File: src/rtl/mul_feeder.sv
// rtl/mul_feeder.sv - operand FIFO and job scheduler feeding the sequential 8x8 multiplier
// Buffers operand pairs, issues one job at a time to mul, and returns products in issue order.
module mul_feeder #(
   parameter int DEPTH = 4,
   parameter int CNT_W = 16
) (
   input  logic                       clk,
   input  logic                       rst,
   input  logic                       in_valid,
   output logic                       in_ready,
   input  logic [7:0]                 in_a,
   input  logic [7:0]                 in_b,
   output logic                       out_valid,
   input  logic                       out_ready,
   output logic [15:0]                out_result,
   output logic [$clog2(DEPTH):0]     fifo_level,
   output logic [CNT_W-1:0]           op_count,
   output logic [7:0]                 mul_a,
   output logic [7:0]                 mul_b,
   output logic                       mul_start,
   input  logic                       mul_busy,
   input  logic [15:0]                mul_result
);

   localparam int PTR_W = $clog2(DEPTH);
   localparam int LVL_W = PTR_W + 1;
   localparam logic [LVL_W-1:0] FULL_LVL = LVL_W'(DEPTH);

   typedef enum logic [1:0] {
      IDLE,
      START,
      WAIT,
      HOLD
   } state_t;

   state_t             state_q, state_d;
   logic [PTR_W-1:0]   rd_ptr_q, rd_ptr_d;
   logic [PTR_W-1:0]   wr_ptr_q, wr_ptr_d;
   logic [LVL_W-1:0]   level_q, level_d;
   logic [7:0]         mem_a_q [DEPTH];
   logic [7:0]         mem_a_d [DEPTH];
   logic [7:0]         mem_b_q [DEPTH];
   logic [7:0]         mem_b_d [DEPTH];
   logic [7:0]         mul_a_q, mul_a_d;
   logic [7:0]         mul_b_q, mul_b_d;
   logic               out_valid_q, out_valid_d;
   logic [15:0]        out_result_q, out_result_d;
   logic [CNT_W-1:0]   op_count_q, op_count_d;
   logic               push;
   logic               pop;

   // A full FIFO refuses pushes even when a pop happens in the same cycle.
   assign in_ready   = (level_q != FULL_LVL);
   assign out_valid  = out_valid_q;
   assign out_result = out_result_q;
   assign fifo_level = level_q;
   assign op_count   = op_count_q;
   assign mul_a      = mul_a_q;
   assign mul_b      = mul_b_q;
   assign mul_start  = (state_q == START);

   always_comb begin
      state_d      = state_q;
      rd_ptr_d     = rd_ptr_q;
      wr_ptr_d     = wr_ptr_q;
      level_d      = level_q;
      mem_a_d      = mem_a_q;
      mem_b_d      = mem_b_q;
      mul_a_d      = mul_a_q;
      mul_b_d      = mul_b_q;
      out_valid_d  = out_valid_q;
      out_result_d = out_result_q;
      op_count_d   = op_count_q;

      push = in_valid && (level_q != FULL_LVL);
      pop  = (state_q == IDLE) && (level_q != '0) && !mul_busy;

      if (push) begin
         mem_a_d[wr_ptr_q] = in_a;
         mem_b_d[wr_ptr_q] = in_b;
         wr_ptr_d          = wr_ptr_q + PTR_W'(1);
      end

      if (push && !pop) begin
         level_d = level_q + LVL_W'(1);
      end else if (pop && !push) begin
         level_d = level_q - LVL_W'(1);
      end

      case (state_q)
         IDLE: begin
            if (pop) begin
               mul_a_d  = mem_a_q[rd_ptr_q];
               mul_b_d  = mem_b_q[rd_ptr_q];
               rd_ptr_d = rd_ptr_q + PTR_W'(1);
               state_d  = START;
            end
         end
         START: begin
            state_d = WAIT;
         end
         // mul either raised busy on the start edge or finished with busy still low.
         WAIT: begin
            if (!mul_busy) begin
               out_result_d = mul_result;
               out_valid_d  = 1'b1;
               state_d      = HOLD;
            end
         end
         HOLD: begin
            if (out_ready) begin
               out_valid_d = 1'b0;
               op_count_d  = op_count_q + CNT_W'(1);
               state_d     = IDLE;
            end
         end
         default: begin
            state_d = IDLE;
         end
      endcase
   end

   always_ff @(posedge clk or posedge rst) begin
      if (rst) begin
         state_q      <= IDLE;
         rd_ptr_q     <= '0;
         wr_ptr_q     <= '0;
         level_q      <= '0;
         mul_a_q      <= '0;
         mul_b_q      <= '0;
         out_valid_q  <= 1'b0;
         out_result_q <= '0;
         op_count_q   <= '0;
         for (int i = 0; i < DEPTH; i++) begin
            mem_a_q[i] <= '0;
            mem_b_q[i] <= '0;
         end
      end else begin
         state_q      <= state_d;
         rd_ptr_q     <= rd_ptr_d;
         wr_ptr_q     <= wr_ptr_d;
         level_q      <= level_d;
         mul_a_q      <= mul_a_d;
         mul_b_q      <= mul_b_d;
         out_valid_q  <= out_valid_d;
         out_result_q <= out_result_d;
         op_count_q   <= op_count_d;
         mem_a_q      <= mem_a_d;
         mem_b_q      <= mem_b_d;
      end
   end

endmodule

File: config.mk
export PLATFORM = sky130hd
export DESIGN_NAME = mul_feeder
export DESIGN_NICKNAME = d
export VERILOG_FILES = /design/src/rtl/mul_feeder.sv
export SDC_FILE = /design/constraint.sdc
export NUM_CORES = 1
export LEC_CHECK = 0
export ABC_AREA = 1
export BUFFER_PORTS_ARGS = -buffer_cell sky130_fd_sc_hd__buf_2
export CAP_MARGIN = 30
export CORE_MARGIN = 2
export CORE_UTILIZATION = 35
export DETAILED_ROUTE_END_ITERATION = 10
export GPL_ROUTABILITY_DRIVEN = 0
export PLACE_DENSITY = 0.63
export SLEW_MARGIN = 30
export SYNTH_ARGS = -nofsm -noshare
export SYNTH_HDL_FRONTEND = slang
export SYNTH_SLANG_ARGS = --single-unit
File: constraint.sdc
create_clock -name clk -period 3.8 [get_ports clk]
set_input_delay 0 -clock clk [delete_from_list [all_inputs] [get_ports clk]]
set_output_delay 0 -clock clk [all_outputs]
set_load 0.005 [all_outputs]
# --- Yosys cells after proc, flatten, opt, wreduce, memory -nomap -nowiden ---
# Index checks and enable logic that the tools add are counted.
totals:
  reg_bits: 122
  in_bits: 37
  out_inout_bits: 54
  elab_cells: 72
op_classes:
  n_addsub: 5
  n_lt_le_gt_ge: 3
  eq_ne: 7
  n_mux: 19
  bitwise: 3
  n_reduce_logical: 18
op_table:
  columns: ["op", "n"]
  rows:
  - ["bitwise mux 32 bit", 2]
  - ["2-to-1 mux 8 bit", 5]
  - ["binary-select mux 8 bit (select 2 bit)", 2]
  - ["adder 16 x 1 -> 16 bit (second input constant)", 1]
  - ["demux 8 bit (select 2 bit)", 1]
  - ["one-hot mux 2 bit (4 select lines)", 1]
  - [">= comparator 3 bit (second input constant)", 2]
  - ["logical AND 1 bit", 6]
  - ["2-to-1 mux 2 bit", 3]
  - ["2-to-1 mux 3 bit", 2]
  - ["inequality test 2 bit (second input constant)", 3]
  - ["NOT 2 -> 3 bit", 2]
  - ["AND reduction 2 bit", 3]
  - ["AND reduction 3 bit", 2]
  - ["adder 2 x 1 -> 2 bit (second input constant)", 2]
  - ["equality test 2 bit (second input constant)", 2]
  - ["nonzero test 2 bit", 2]
  - ["adder 3 x 1 -> 3 bit (second input constant)", 1]
  - ["zero test 1 bit", 3]
  - ["less-than comparator 3 x 1 -> 1 bit (second input constant)", 1]
  - ["inequality test 3 bit (second input constant)", 1]
  - ["nonzero test 3 bit", 1]
  - ["subtractor 3 x 1 -> 3 bit (second input constant)", 1]
  - ["equality test 2 x 1 -> 1 bit (second input constant)", 1]
  - ["4 further kinds", 5]

# --- Logic depth before layout (Yosys ltp) ---
# Gate-level depths: netlist (run 1).
logic_depth:
  ltp_word: 6
  mapped_depth: 12
  mapped_depth_nobuf: 11

# --- Worst setup path after synthesis (run 1) ---
# OpenSTA, ideal clock, no wires.
synth_path:
  path_type: "register -> register"
  start: "reg state_q[0]"
  end: "reg level_q[2], in the netlist fifo_level[2]"
  setup_time_ps: 79
  arrival_ps: 1996
  t_required_ps: 3721
  path_slack_ps: 1725
  stages_incl_launch_ff: 13
  path_buffers: 2
  synth_period_minus_slack_ps: 2075
  cell_sequence: "dfrtp_1 > inv_1 > ha_1 > nand3_1 > buf_2 > buf_4 > ha_1 > inv_1 > fa_1 > nor2_1 > nor2_1 > nand2_1 > xor2_1"
synth_via:
  elab_chain_len: 6
  elab_cells_between_ends: 8
  classes_between: "1 x mux; 7 x reduce/logical"
synth_rtl:
  columns: ["element", "line_no", "rtl"]
  rows:
  - ["start: declaration", "36", "state_t state_q, state_d;"]
  - ["start signal: assignment", "139", "state_q <= state_d;"]
  - ["zero test 2 bit *", "76", "pop = (state_q == IDLE) && (level_q != '0) && !mul_busy;"]
  - ["logical AND 1 bit * (2 in a row)", "76", null]
  - ["zero test 1 bit", "84", "if (push && !pop) begin"]
  - ["logical AND 1 bit", "84", null]
  - ["2-to-1 mux 3 bit or nonzero test 2 bit (tied branches)", null, null]
  - ["end signal: assignment", "142", "level_q <= level_d;"]
  - ["end: declaration", "39", "logic [LVL_W-1:0] level_q, level_d;"]
# Every way passes the cells marked *; elsewhere a longest branch is shown, timed or not.
# A chain may end at the register's enable or synchronous reset.

# --- Final worst setup path (run 1) ---
# Ends and elaborated chain as after synthesis.

==> PnR_summary.wiki, run 1 <==
{| class="wikitable"
! Metric !! Value
|-
| Run status || complete, no violations
|-
| Cell area after layout || 6890 um^2
|-
| Horizontal die dimension || 129 um
|-
| Highest-delay cell along the critical path || sky130_fd_sc_hd__dfrtp_1
|-
| FF+latch area || 3050 um^2
|-
| Area used by multi-input combinational logic || 2030 um^2
|-
| Crit path largest cell delay || 390 ps
|-
| Worst-path fanout max || 20
|-
| Synthesized cell area || 5430 um^2
|-
| Vias in the first global route || 4528
|-
| Number of synthesized register bits || 122
|-
| Worst Reg-to-Reg Cells || 11
|-
| Number of buffers inserted by post-CTS setup repair || 0
|-
| Count of boundary I/O pins || 91
|-
| Static leakage power || 3.51 nW
|-
| TritonCTS Buffers || 17
|-
| Cell area after placement || 5970 um^2
|-
| Setup repair after global routing missed its margin || false
|-
| Floorplan die height || 129 um
|-
| Cell with the most instances after synthesis || sky130_fd_sc_hd__nand2_1
|-
| Proportion of register bits with asynchronous set or reset after synthesis || 1.00
|-
| CTS tree || yes
|-
| Placed instance count || 828
|-
| Number of sinks driven by the clock tree || 122
|-
| Setup TNS Final || 0 ps
|-
| Count of vias placed by the detailed router || 4299
|-
| Bufs and invs on worst path || 3
|-
| Top delay family on crit path || adder cells
|-
| Sequence of cells on the critical path || inv_1 > ha_1 > nand3_1 > buf_4 > ha_1 > inv_1 > fa_1 > nor2_1 > nor2_1 > nand2_1 > xor2_1
|-
| CTS H-tree lvls || 4
|-
| Share of the clock period used by the worst path after layout || 0.589
|-
| Cell types with the largest area share after synthesis || sky130_fd_sc_hd__dfrtp_1 56%, sky130_fd_sc_hd__nand2_1 9.9%, sky130_fd_sc_hd__o21ai_0 8.3%
|-
| Worst min-delay path category || input port to async pin
|-
| Buffers from clock root to sink, at most || 2
|-
| CORE AREA || 15200 um^2
|-
| Arrival time of data at the critical path endpoint || 2560 ps
|-
| Hold Fails Final Rpt || 0
|-
| Largest net degree at the start of global routing || 76
|-
| Clk Latency, worst-skew pair || 410 ps
|-
| Worst setup EP type || register
|-
| Synthesized area per cell || 9.53 um^2
|-
| Gate count of the mapped netlist || 570
|-
| Die Area || 16500 um^2
|-
| Synth Net Count || 619
|-
| Maximum clock skew at final layout || 5.78 ps
|-
| Number of port buffers || 90
|-
| Final core utilization || 0.453
|-
| Number of flops mapped to enable cells by yosys || 0
|-
| Max Cap Viol || 0
|-
| Classification of the worst setup path || register to register
|-
| Number of gates on the worst path with buffers counted || 11
|-
| VDD IR max || 0.453 mV
|-
| Startpoint type of the worst setup path || register
|-
| Pwr per Cell Area || 806 nW/um^2
|-
| Transition time at the pin with the least slew margin || 648 ps
|-
| Remaining antenna violation count after routing || 0
|-
| Dominant cell type by area after synthesis || sky130_fd_sc_hd__dfrtp_1
|-
| Filler cells || 1430
|-
| Final wirelength || 12.6 mm
|-
| Nets || 744
|-
| Fraction of post-synthesis cell area in the top cell type by area || 0.562
|-
| Tmin final || 2240 ps
|-
| Initial Util || 0.357
|-
| Final std cells w/o fill || 896
|-
| Clock transition at the register clock pins on the worst setup and hold paths after CTS || 50 ps
|-
| Number of distinct library cells after synthesis || 32
|-
| Layout overhead on the synthesized area || 26.8%
|-
| Count of synthesis-stage warnings from yosys || 0
|-
| Remaining max-slew budget at the tightest pin || 0.568
|-
| Overall fraction of global-route tracks in use || 0.165
|-
| Total Power || 5.55 mW
|-
| Hpwl dp || 7.93 mm
|-
| Wire length per cell after detailed routing || 14.1 um
|-
| Fmax || 447 MHz
|-
| Ratio of cells with drive above 1 in the final layout || 0.232
|-
| Wire length of the first global-routing pass || 21.4 mm
|-
| DR DRC count || 0
|-
| Total global routing overflow || 0
|-
| Required time at the worst-slack endpoint || 4130 ps
|-
| Cell Rows || 45
|-
| Ranking of synthesized cells by instance count || 143 x sky130_fd_sc_hd__nand2_1, 122 x sky130_fd_sc_hd__dfrtp_1, 90 x sky130_fd_sc_hd__o21ai_0
|-
| Proportion of synthesized chip area in sequential cells || 0.562
|-
| Count of endpoints failing setup in the final report || 0
|-
| Antenna violations before repair || 0
|-
| Drt pass-1 iters || 5
|-
| Via density || 4.80
|-
| Count of inserted antenna diode cells || 0
|-
| Cell at the root of the clock tree || sky130_fd_sc_hd__clkbuf_16
|-
| First-iteration detailed-routing DRC count || 318
|-
| Number of pins with negative max-slew slack in the final report || 0
|-
| Most common flop cell mapped by yosys || sky130_fd_sc_hd__dfrtp_1
|}
[per-layer routing]
metal,part of all wire,vias to the layer above,wire [um],track usage
met1,0.44,2064,5600,0.197
met3,0.067,10,851,0.0541
met4,0.012,0,148,0.0556
met5,0,-,0,0
met2,0.48,128,6020,0.281
li1,-,2097,-,-
[cell type report]
class	count	share of cell area
multi-input combinational	380	0.294
inverter	44	0.0254
clock inverter	9	0.0142
timing repair buffer	130	0.122
tap	188	0.0342
sequential	122	0.443
clock buffer	23	0.0665
[report_power, final]
group	leakage [nW]	switching [mW]	internal (mW)
Sequential	1.51	0.341	1.86
Clock	0.274	0.542	0.973
Combinational	1.72	1.07	0.764
[layout by cell type (no fill, tap or decap), types with 10 or more instances in the layout]
cell,Yosys,routed
sky130_fd_sc_hd__dlygate4sd3_1,0,36
sky130_fd_sc_hd__clkbuf_16,0,17
sky130_fd_sc_hd__o22ai_1,16,16
sky130_fd_sc_hd__dfrtp_1,122,122
sky130_fd_sc_hd__o21ai_1,10,10
sky130_fd_sc_hd__ha_1,11,11
sky130_fd_sc_hd__mux2_2,17,17
sky130_fd_sc_hd__o21ai_0,90,90
sky130_fd_sc_hd__xor2_1,10,10
sky130_fd_sc_hd__nand2_1,143,143
sky130_fd_sc_hd__nor2_1,44,44
sky130_fd_sc_hd__inv_1,38,37
sky130_fd_sc_hd__buf_2,9,90
[repair_timing]
| action | in CTS | in global routing |
|---|---|---|
| resized for setup | 0 | 0 |
| hold buffers | 36 | 0 |
| endpoints found under the hold margin | 158 | 0 |
[metrics by stage]
stage          setup slack [ps]  hold slack (ps)
5_1_grt                    1370              347
4_1_cts                    1520              333
3_5_place_dp               1520              236
2_1_floorplan               557              150
6_report                   1560              277
3_3_place_gp               1710              231
[kinds of logic (layout without fill, tap and decap cells)]
group | Yosys count | after routing | share of synthesized area
AO/OA/AOI/OAI | 119 | 119 | 0.114
XOR/XNOR | 13 | 13 | 0.0210
adder cells (fa/ha/maj) | 12 | 12 | 0.0290
buffers and inverters | 68 | 206 | 0.0647
flip-flops | 122 | 122 | 0.562
multiplexers | 17 | 17 | 0.0353
AND/OR/NAND/NOR | 219 | 219 | 0.174
[worst paths after layout]
path	start	end	slack [ps]
max	state_q[0]	fifo_level[2]	1560
min	rst	op_count[1]	280
max reg2reg	state_q[0]	fifo_level[2]	1560
min reg2reg	mul_b[2]	mul_b[2]	470
max in group asynchronous	rst	mul_b[3]	2740
min in group clk	mul_result[1]	out_result[1]	350
[worst register-to-register path, cell delays in order (launching register included)]
cell and delay [ps]:
sky130_fd_sc_hd__dfrtp_1 390, sky130_fd_sc_hd__inv_1 100, sky130_fd_sc_hd__ha_1 210, sky130_fd_sc_hd__nand3_1 80, sky130_fd_sc_hd__buf_4 280, sky130_fd_sc_hd__ha_1 210
sky130_fd_sc_hd__inv_1 70, sky130_fd_sc_hd__fa_1 390, sky130_fd_sc_hd__nor2_1 140, sky130_fd_sc_hd__nor2_1 50, sky130_fd_sc_hd__nand2_1 70, sky130_fd_sc_hd__xor2_1 170
[registers in the layout, indices dropped and copies added, names as in the netlist, 2 cells and up]
name        flops
state_q         2
out_result     16
wr_ptr_q        2
mul_b           8
fifo_level      3
rd_ptr_q        2
mul_a           8
op_count       16
mem_a_q        32
mem_b_q        32
(Power assumes the default switching activity.)
==> inputs of run 2 (changes only) <==
ABC_AREA = 0   (was 1)
clock period = 2.3 ns   (was 3.8 ns; I/O delays follow)
==> run 2 against run 1 <==
  * Final area increased by 0.16%
  * Clock power increased by 72%
  * Non-clock buffer count increased by 6
  * Utilization increased by 2.2 points
  * Die area decreased by 3.8%
  * Critical path depth decreased by 2
  * Largest power group unchanged
==> PnR_summary.wiki, run 2 <==
{| class="wikitable"
! Metric !! Value
|-
| Xor/xnor cell area share of the yosys netlist || 0.0352 (+0.0143)
|-
| Share of the clock period used by the worst path after layout || 0.917 (+0.328)
|-
| Setup TNS Final || 0 ps (unchanged)
|-
| Worst setup EP type || register
|-
| Count of inserted antenna diode cells || 0 (unchanged)
|-
| Overall fraction of global-route tracks in use || 0.147 (-0.0176)
|-
| Fraction of post-synthesis cell area in the top cell type by area || 0.585 (+0.0226)
|-
| Fmax || 474 MHz (+6.1%)
|-
| Layout overhead on the synthesized area || 32.1%
|-
| Transition time at the pin with the least slew margin || 528 ps (-120 ps)
|-
| Setup repair after global routing missed its margin || false
|-
| Top library cells by usage in the layout, fill and taps aside || 122 x sky130_fd_sc_hd__dfrtp_1, 90 x sky130_fd_sc_hd__buf_2, 58 x sky130_fd_sc_hd__mux2_2
|-
| Maximum clock skew at final layout || 6.61 ps (+0.838 ps)
|-
| Hpwl dp || 6.89 mm (-13%)
|-
| Arrival time of data at the critical path endpoint || 2440 ps (-120 ps)
|-
| CTS H-tree lvls || 4 (unchanged)
|-
| Count of boundary I/O pins || 91 (unchanged)
|-
| Cell area after layout || 6900 um^2 (+0.16%)
|-
| Worst-path fanout max || 5 (-75%)
|-
| Compound-gate portion of the synthesized area || 0.00575 (-0.108)
|-
| VDD IR max || 0.711 mV (+57%)
|-
| First-iteration detailed-routing DRC count || 94 (-70%)
|-
| Ratio of cells with drive above 1 in the final layout || 0.433 (+0.201)
|-
| Number of flops mapped to enable cells by yosys || 0 (unchanged)
|-
| DR DRC count || 0 (unchanged)
|-
| Nets || 528 (-29%)
|-
| Buffers from clock root to sink, at most || 2 (unchanged)
|-
| CTS tree || yes
|-
| Run status || complete, no violations
|-
| Basic-gate share of the synthesized area counting and, or, nand and nor cells || 0.0407 (-0.133)
|-
| Static leakage power || 3.17 nW (-9.8%)
|-
| Commonest non-fill, non-tap cell in the layout || sky130_fd_sc_hd__dfrtp_1
|-
| Dominant cell type by area after synthesis || sky130_fd_sc_hd__dfrtp_1
|-
| Die Area || 15900 um^2 (-3.8%)
|-
| Hold Fails Final Rpt || 0 (unchanged)
|-
| Total Power || 9.47 mW (+71%)
|-
| Biggest registers after layout || mem_a_q (32), mem_b_q (32)
|-
| Cell with the most instances after synthesis || sky130_fd_sc_hd__dfrtp_1
|-
| Clk Latency, worst-skew pair || 410 ps (about the same)
|-
| Worst Reg-to-Reg Cells || 9 (-2)
|-
| Filler cells || 1298 (-9.2%)
|-
| Floorplan die height || 126 um (-1.9%)
|-
| Pwr per Cell Area || 1370 nW/um^2 (+70%)
|-
| Number of sinks driven by the clock tree || 122 (unchanged)
|-
| Number of pins with negative max-slew slack in the final report || 0 (unchanged)
|-
| Remaining max-slew budget at the tightest pin || 0.647 (+0.0788)
|-
| Ranking of synthesized cells by instance count || 122 x sky130_fd_sc_hd__dfrtp_1, 58 x sky130_fd_sc_hd__mux2_2, 40 x sky130_fd_sc_hd__mux2_1
|-
| Number of synthesized register bits || 122 (unchanged)
|-
| Total global routing overflow || 0 (unchanged)
|-
| Area share of fa/ha/maj cells after synthesis || 0.0302 (+0.00117)
|-
| Count of endpoints failing setup in the final report || 0 (unchanged)
|-
| Quantity of gates resized following cts || 0 (unchanged)
|-
| Worst min-delay path category || input port to async pin
|-
| Synthesized area per cell || 15.5 um^2 (+63%)
|-
| Number of distinct library cells after synthesis || 30 (-6.3%)
|-
| CORE AREA || 14500 um^2 (-4.4%)
|-
| Largest net degree at the start of global routing || 48 (-37%)
|-
| Cell area after placement || 5940 um^2 (-0.38%)
|-
| Number of port buffers || 90 (unchanged)
|-
| Wire length of the first global-routing pass || 18.1 mm (-16%)
|-
| Vias in the first global route || 3600 (-20%)
|-
| Max Cap Viol || 0 (unchanged)
|-
| Count of synthesis-stage warnings from yosys || 0 (unchanged)
|-
| Proportion of synthesized area in mux cells || 0.285 (+0.250)
|-
| Clock transition at the register clock pins on the worst setup and hold paths after CTS || 50 ps (about the same)
|-
| Drt pass-1 iters || 4 (-1)
|-
| Remaining antenna violation count after routing || 0 (unchanged)
|-
| Horizontal die dimension || 126 um (-1.9%)
|-
| Final wirelength || 10.7 mm (-15%)
|-
| Synthesized cell area || 5220 um^2 (-3.9%)
|-
| Most common flop cell mapped by yosys || sky130_fd_sc_hd__dfrtp_1
|-
| Proportion of synthesized chip area in sequential cells || 0.585 (+0.0226)
|-
| Wire length per cell after detailed routing || 15.8 um (+12%)
|-
| Via density || 4.74 (-1.2%)
|-
| Cell at the root of the clock tree || sky130_fd_sc_hd__clkbuf_16
|-
| Antenna violations before repair || 0 (unchanged)
|-
| Tmin final || 2110 ps (-128 ps)
|-
| Synth Net Count || 385 (-38%)
|-
| Count of vias placed by the detailed router || 3204 (-25%)
|-
| TritonCTS Buffers || 17 (unchanged)
|-
| Largest family of logic cells by synthesized area || multiplexers
|-
| Cell Rows || 44 (-2.2%)
|-
| Gate count of the mapped netlist || 336 (-41%)
|-
| Startpoint type of the worst setup path || register
|-
| Number of buffers inserted by post-CTS setup repair || 0 (unchanged)
|-
| Proportion of register bits with asynchronous set or reset after synthesis || 1.00 (unchanged)
|-
| Required time at the worst-slack endpoint || 2630 ps (-1500 ps)
|-
| Cell types with the largest area share after synthesis || sky130_fd_sc_hd__dfrtp_1 58%, sky130_fd_sc_hd__mux2_2 13%, sky130_fd_sc_hd__mux2_1 8.6%
|-
| Classification of the worst setup path || register to register
|-
| Initial Util || 0.359 (+0.00196)
|}
-- run 2: worst paths after layout --
| check | start | endpoint | slack, ps |
|---|---|---|---|
| worst min register to register | op_count[15] | op_count[15] | 480 |
| max in group asynchronous | rst | mul_a[5] | 1490 |
| min in group clk | in_valid | wr_ptr_q[0] | 160 |
| worst max-delay path | fifo_level[0] | fifo_level[2] | 190 |
| worst min-delay path | rst | out_result[13] | 60 |
| worst max register to register | fifo_level[0] | fifo_level[2] | 190 |
-- run 2: stage by stage --
step / setup WS, ps / hold WS [ps] / instances / util
after floorplan: 169 / 132 / 336 / -
after global placement: 275 / -61.1 / 608 / 0.409
final: 191 / 60.9 / 676 / 0.475
after CTS: 156 / 55.8 / 676 / 0.475
after detailed placement: 168 / -55.3 / 608 / 0.409
after global routing: 37.1 / 80.9 / 676 / 0.475
-- run 2: power by group --
part | leakage, nW | switching [mW] | internal, mW | total (mW)
combinational | 1.39 | 1.23 | 1.87 | 3.10
sequential | 1.47 | 0.582 | 3.16 | 3.74
clock | 0.300 | 0.893 | 1.73 | 2.62
-- run 2: per-layer routing --
layer	up-vias	wire, um	track usage
li1	1485	-	-
met1	1629	4540	0.168
met2	80	5420	0.254
met3	10	619	0.0582
met4	0	109	0.0446
met5	-	0	0
-- run 2: layout make-up --
type                    count  area, um^2  share of cell area
repair buffers            136         911               0.132
multi-input cells         193        2070               0.301
well taps                 184         230              0.0334
clock buffers              24         502              0.0728
clock inverters             8        90.1              0.0131
inverters                   9        37.5             0.00544
flip-flops and latches    122        3050               0.443
-- run 2: cell families (layout without fill, tap and decap cells) --
family / Yosys count / count (layout)
AOI/OAI and AO/OA: 5 / 5
xor gates and xnor gates: 21 / 21
adders and majority gates: 12 / 12
buffers and inverters: 21 / 177
DFF: 122 / 122
muxes: 116 / 116
and+or+nand+nor: 39 / 39
-- run 2: critical path, cell delays in order (launching register included) --
cell	delay (ps)
sky130_fd_sc_hd__dfrtp_1	440
sky130_fd_sc_hd__nor3_1	380
sky130_fd_sc_hd__nor3b_4	80
sky130_fd_sc_hd__inv_2	80
sky130_fd_sc_hd__ha_1	180
sky130_fd_sc_hd__inv_1	60
sky130_fd_sc_hd__fa_1	370
sky130_fd_sc_hd__xor2_1	170
sky130_fd_sc_hd__nor2_1	120
sky130_fd_sc_hd__xor2_1	150
-- run 2: repair_timing --
action | CTS | global route
endpoints found under the setup margin | 0 | 0
hold buffers | 36 | 0
endpoints found under the hold margin | 207 | 0
